## config.mk

```make
export PLATFORM = sky130hd
export DESIGN_NAME = instr_fetch_unit_flat
export DESIGN_NICKNAME = d
export VERILOG_FILES = /design/src/rtl/instr_fetch_unit_if.sv /design/src/rtl/instr_fetch_unit.sv /design/src/flat_wrapper.sv
export SDC_FILE = /design/constraint.sdc
export NUM_CORES = 1
export LEC_CHECK = 0
export ABC_AREA = 1
export CORE_ASPECT_RATIO = 0.5
export CORE_MARGIN = 5
export CORE_UTILIZATION = 45
export DETAILED_ROUTE_END_ITERATION = 7
export PLACE_DENSITY = 0.87
export REMOVE_ABC_BUFFERS = 1
export SYNTH_ARGS = -nofsm -noshare
export SYNTH_HDL_FRONTEND = slang
export SYNTH_SLANG_ARGS = --single-unit
export TNS_END_PERCENT = 5
```

## constraint.sdc

```tcl
create_clock -name clk -period 2.8 [get_ports clk]
set_input_delay 0.7 -clock clk [delete_from_list [all_inputs] [get_ports clk]]
set_output_delay 0.7 -clock clk [all_outputs]
set_load 0.02 [all_outputs]
```

## src/rtl/instr_fetch_unit_if.sv

```systemverilog
// Fetch-unit bus: program ROM read port plus the issue handshake to the control unit.
// The master side is the fetch unit; the slave side is the ROM/control-unit pairing.
interface instr_fetch_unit_if #(
  parameter int AW = 8
);
  localparam int IW = AW + 5;

  logic [AW-1:0] rom_addr;
  logic          rom_en;
  logic [IW-1:0] rom_data;
  logic [4:0]    opcode;
  logic [AW-1:0] operand;
  logic          exec_valid;
  logic          pc_load;

  modport master (
    output rom_addr, rom_en, opcode, operand, exec_valid,
    input  rom_data, pc_load
  );

  modport slave (
    input  rom_addr, rom_en, opcode, operand, exec_valid,
    output rom_data, pc_load
  );
endinterface

```

## src/rtl/instr_fetch_unit.sv

```systemverilog
// Instruction fetch/issue sequencer: FETCH -> WAIT -> EXEC per instruction, sticky HALT.
// Optional feature macro: IFU_STALL_EN adds a stall input that holds the unit in FETCH.
module instr_fetch_unit #(
  parameter int AW = 8
) (
  input  logic                 clk,
  input  logic                 rst,
`ifdef IFU_STALL_EN
  input  logic                 stall,
`endif
  instr_fetch_unit_if.master   bus,
  output logic [AW-1:0]        pc,
  output logic                 halted
);
  localparam int IW = AW + 5;
  localparam logic [4:0] HALT_OP = 5'b10111;

  typedef enum logic [1:0] {
    S_FETCH,
    S_WAIT,
    S_EXEC,
    S_HALT
  } state_t;

  state_t        state, state_next;
  logic [AW-1:0] pc_next;
  logic          stall_q;

`ifdef IFU_STALL_EN
  assign stall_q = stall;
`else
  assign stall_q = 1'b0;
`endif

  // NOTE: every signal written here gets a default first, so no path leaves it unassigned (no latch).
  always_comb begin
    state_next = state;
    pc_next    = pc;
    unique case (state)
      S_FETCH: if (!stall_q) state_next = S_WAIT;
      S_WAIT:  state_next = S_EXEC;
      S_EXEC: begin
        // Halt takes priority over a jump request in the same execute cycle.
        if (bus.opcode == HALT_OP) begin
          state_next = S_HALT;
        end else begin
          state_next = S_FETCH;
          pc_next    = bus.pc_load ? bus.operand : pc + AW'(1);
        end
      end
      S_HALT:  state_next = S_HALT;
      default: state_next = S_FETCH;
    endcase
  end

  // NOTE: state registers use non-blocking assignments so all of them update from pre-edge values.
  always_ff @(posedge clk) begin
    if (rst) begin
      state       <= S_FETCH;
      pc          <= '0;
      bus.opcode  <= 5'b00000;
      bus.operand <= '0;
    end else begin
      state <= state_next;
      pc    <= pc_next;
      if (state == S_WAIT) begin
        bus.opcode  <= bus.rom_data[IW-1:IW-5];
        bus.operand <= bus.rom_data[AW-1:0];
      end
    end
  end

  // rom_addr tracks the PC register directly; the read strobe is suppressed while reset is held.
  assign bus.rom_addr   = pc;
  assign bus.rom_en     = (state == S_FETCH) && !stall_q && !rst;
  assign bus.exec_valid = (state == S_EXEC);
  assign halted         = (state == S_HALT);
endmodule

```

## src/flat_wrapper.sv

```systemverilog
// flat-port wrapper written by rule: the top's interface ports become plain ports
module instr_fetch_unit_flat 
#(
  parameter int AW = 8
)
  (clk, rst, pc, halted, bus_rom_addr, bus_rom_en, bus_opcode, bus_operand, bus_exec_valid, bus_rom_data, bus_pc_load);
  instr_fetch_unit_if #(.AW(AW)) bus_i ();
  input  logic clk;
  input  logic rst;
  output logic [AW-1:0] pc;
  output logic halted;
  output wire logic [$bits(bus_i.rom_addr)-1:0] bus_rom_addr;
  output wire logic [$bits(bus_i.rom_en)-1:0] bus_rom_en;
  output wire logic [$bits(bus_i.opcode)-1:0] bus_opcode;
  output wire logic [$bits(bus_i.operand)-1:0] bus_operand;
  output wire logic [$bits(bus_i.exec_valid)-1:0] bus_exec_valid;
  input wire logic [$bits(bus_i.rom_data)-1:0] bus_rom_data;
  input wire logic [$bits(bus_i.pc_load)-1:0] bus_pc_load;
  assign bus_rom_addr = bus_i.rom_addr;
  assign bus_rom_en = bus_i.rom_en;
  assign bus_opcode = bus_i.opcode;
  assign bus_operand = bus_i.operand;
  assign bus_exec_valid = bus_i.exec_valid;
  assign bus_i.rom_data = bus_rom_data;
  assign bus_i.pc_load = bus_pc_load;
  instr_fetch_unit #(.AW(AW)) u_core (.clk(clk), .rst(rst), .bus(bus_i), .pc(pc), .halted(halted));
endmodule
```

==> qor.csv <==
stage,metric,value,unit
global_routing,all-layer global routing usage,0.163,
power_and_ir_drop,leak pwr,0.678,nW
critical_path,CP Launch Type,input port,
route,Via density,4.83,
synth,synth top area cells,"dfxtp_1 (39%), nor2_1 (13%), nand2_1 (10%)",
timing,final hold slack,0.506,ns
clocking,post-CTS sizing,0,
placement,port bufs,47,
floorplanning,Die Y,46.2,µm
floorplanning,Die X,82.5,µm
critical_path,Crit path max-delay family,buffers and inverters,
critical_path,CP cell instances,"clkdlybuf4s50_1, nor3_1, clkdlybuf4s50_1",
timing,Highest Clock Rate,0.381,GHz
route,Initial DRC Count,74,
critical_path,crit-path most repeated cell,clkdlybuf4s50_1,
timing,skew final,0.00314,ns
clocking,H-tree depth,1,
synth,Mapped Cells,174,
clocking,post-CTS setup buffer count,0,
clocking,worst skew pair latency,0.27,ns
layout,area grow syn2layout,39.8,%
critical_path,CP Buf/Inv Count,2,
timing,setup TNS,0,ns
power_and_ir_drop,Peak VDD IR,0.277,mV
clocking,CTS Sinks,23,
clocking,Clk Tree Root Cell,clkbuf_8,
critical_path,"slowest stage delay, CP",0.64,ns
clocking,deepest clock path buffer count,2,
layout,fin nets,231,
timing,slew margin rel.,0.688,
route,Routed WL,2.92,mm
synth,leading area contributor after synthesis,dfxtp_1,
route,drc violations,0,
critical_path,CP Class,input port to output pin,
timing,fin crit share,0.938,
synth,Post-Syn Area,1180,µm²
timing,min Tclk post-route,2.63,ns
route,Via Count,1207,
timing,Setup Viol. Count Final,0,
synth,sequential share of the synthesized area,0.390,
critical_path,CP endpoint kind,output pin,
route,drt wl/cell,11.7,µm
global_routing,largest net degree at the start of global routing,17,
layout,most frequent cells in the layout,"clkdlybuf4s50_1 (47), nor2_1 (42), nand2_1 (33)",
timing,Final Max Slew Viols,0,
placement,Detailed Place HPWL,2.24,mm
synth,top-area cell type share of the netlist area,0.390,
critical_path,Max Fanout on Critical Path,3,
min_path,Hold WC Path Type,flop to flop,
clocking,cts hold-fix bufs,0,
synth,Synth Warn #,0,
timing,worst slew pin tran,0.467,ns
critical_path,slowest CP cell,clkdlybuf4s50_1,
layout,diode count,0,
timing,unrepaired setup endpoints after global routing,no,
route,drt first pass iters,4,
power_and_ir_drop,Pwr per Cell Area,480,nW/µm²
route,ANT nets after route,0,
floorplanning,die area,3810,µm²
global_routing,GRT overflow,0,
status,outcome,completed,
global_routing,antenna violations before repair,0,
synth,Mapped Avg Cell Area,6.79,µm²
placement,GPL Wtd Cong,0.813,
floorplanning,core box area,2550,µm²
layout,"commonest non-fill, non-tap cell in the layout",clkdlybuf4s50_1,
clocking,CTS tree,done,
floorplanning,row cnt,13,
clocking,CTS buffer count,3,
clocking,clock slew seen by the registers of the worst setup and hold paths,0.08,ns
floorplanning,Starting Density,0.463,
floorplanning,I/O pin cnt,48,
synth,"FF+latch count, synth",23,
flow_run,Max Cap Viol,0,
synth,post-synth cell types,23,
layout,layout cells sized above 1,0.0657,
global_routing,global-route wire length before repair,4.66,mm
critical_path,CP required,2.10,ns
critical_path,crit path DAT,1.93,ns
timing,final hold violations,0,
global_routing,number of global-route vias before repair,1078,
==> path summary, 6_finish.rpt <==
path / from / to / slack, ns / cells after the start
max reg2reg: u_core.bus.rom_addr[0] / u_core.bus.rom_addr[6] / 1.43 / 8
min reg2reg: u_core.bus.operand[3] / u_core.bus.operand[3] / 0.51 / 2
max: rst / bus_rom_en / 0.17 / 3
min: u_core.bus.operand[3] / u_core.bus.operand[3] / 0.51 / 2
==> layer usage <==
layer	vias to the layer above	global-route usage	wire length, µm
met2	28	0.298	1480
li1	621	-	-
met5	-	0	0
met3	4	0.0469	142
met1	554	0.191	1280
met4	0	0.0397	23
==> synthesized netlist by cell type, drive strengths merged <==
cell and instances:
a31oi 1, buf 13, clkinv 1, dfxtp 23, ha 1, inv 14
nand2 36, nand3 16, nand4 4, nor2 43, nor3 1, o21ai 18
or2 3
==> power breakdown <==
group          internal [mW]  switching, mW
Combinational         0.0966          0.107
Sequential             0.354         0.0262
Clock                 0.0994          0.109
Total                  0.550          0.243
==> worst min-delay path: cells and delay by family, from the launching register on <==
family | cells | cell delay [ns]
flops | 1 | 0.33
simple gates | 2 | 0.15
==> state kept, by name, indices dropped and copies added (netlist names) <==
name and flops:
u_core.bus.rom_addr 8, u_core.state 2, u_core.bus.operand 8, u_core.bus.opcode 5
==> through the flow <==
stage                     cells  power, mW  worst slack [ns]   util  instance area [µm²]
after floorplan             161      0.489             0.945      -                 1080
after global placement      246      0.588             0.202  0.629                 1610
after detailed placement    246      0.593             0.167  0.629                 1610
after CTS                   250      0.798             0.166  0.647                 1650
after global routing        250      0.835             0.117  0.647                 1650
final                       250      0.792             0.174  0.647                 1650
==> cell families after synthesis <==
kind of cell,count (synthesis),synth area share
AOI/OAI and AO/OA,19,0.0847
buffers and inverters,28,0.133
and+or+nand+nor,103,0.381
adders and majority gates,1,0.0106
DFF,23,0.390
==> final cells by class <==
class                           instances  area [µm²]
Sequential cell                        23         460
Multi-Input combinational cell        123         563
Tap cell                               37        46.3
Clock inverter                          1        5.00
Timing Repair Buffer                   48         478
Clock buffer                            3        41.3
Inverter                               15        57.6
Fill cell                             238         902
No activity file was read; power rests on OpenSTA's default activity.
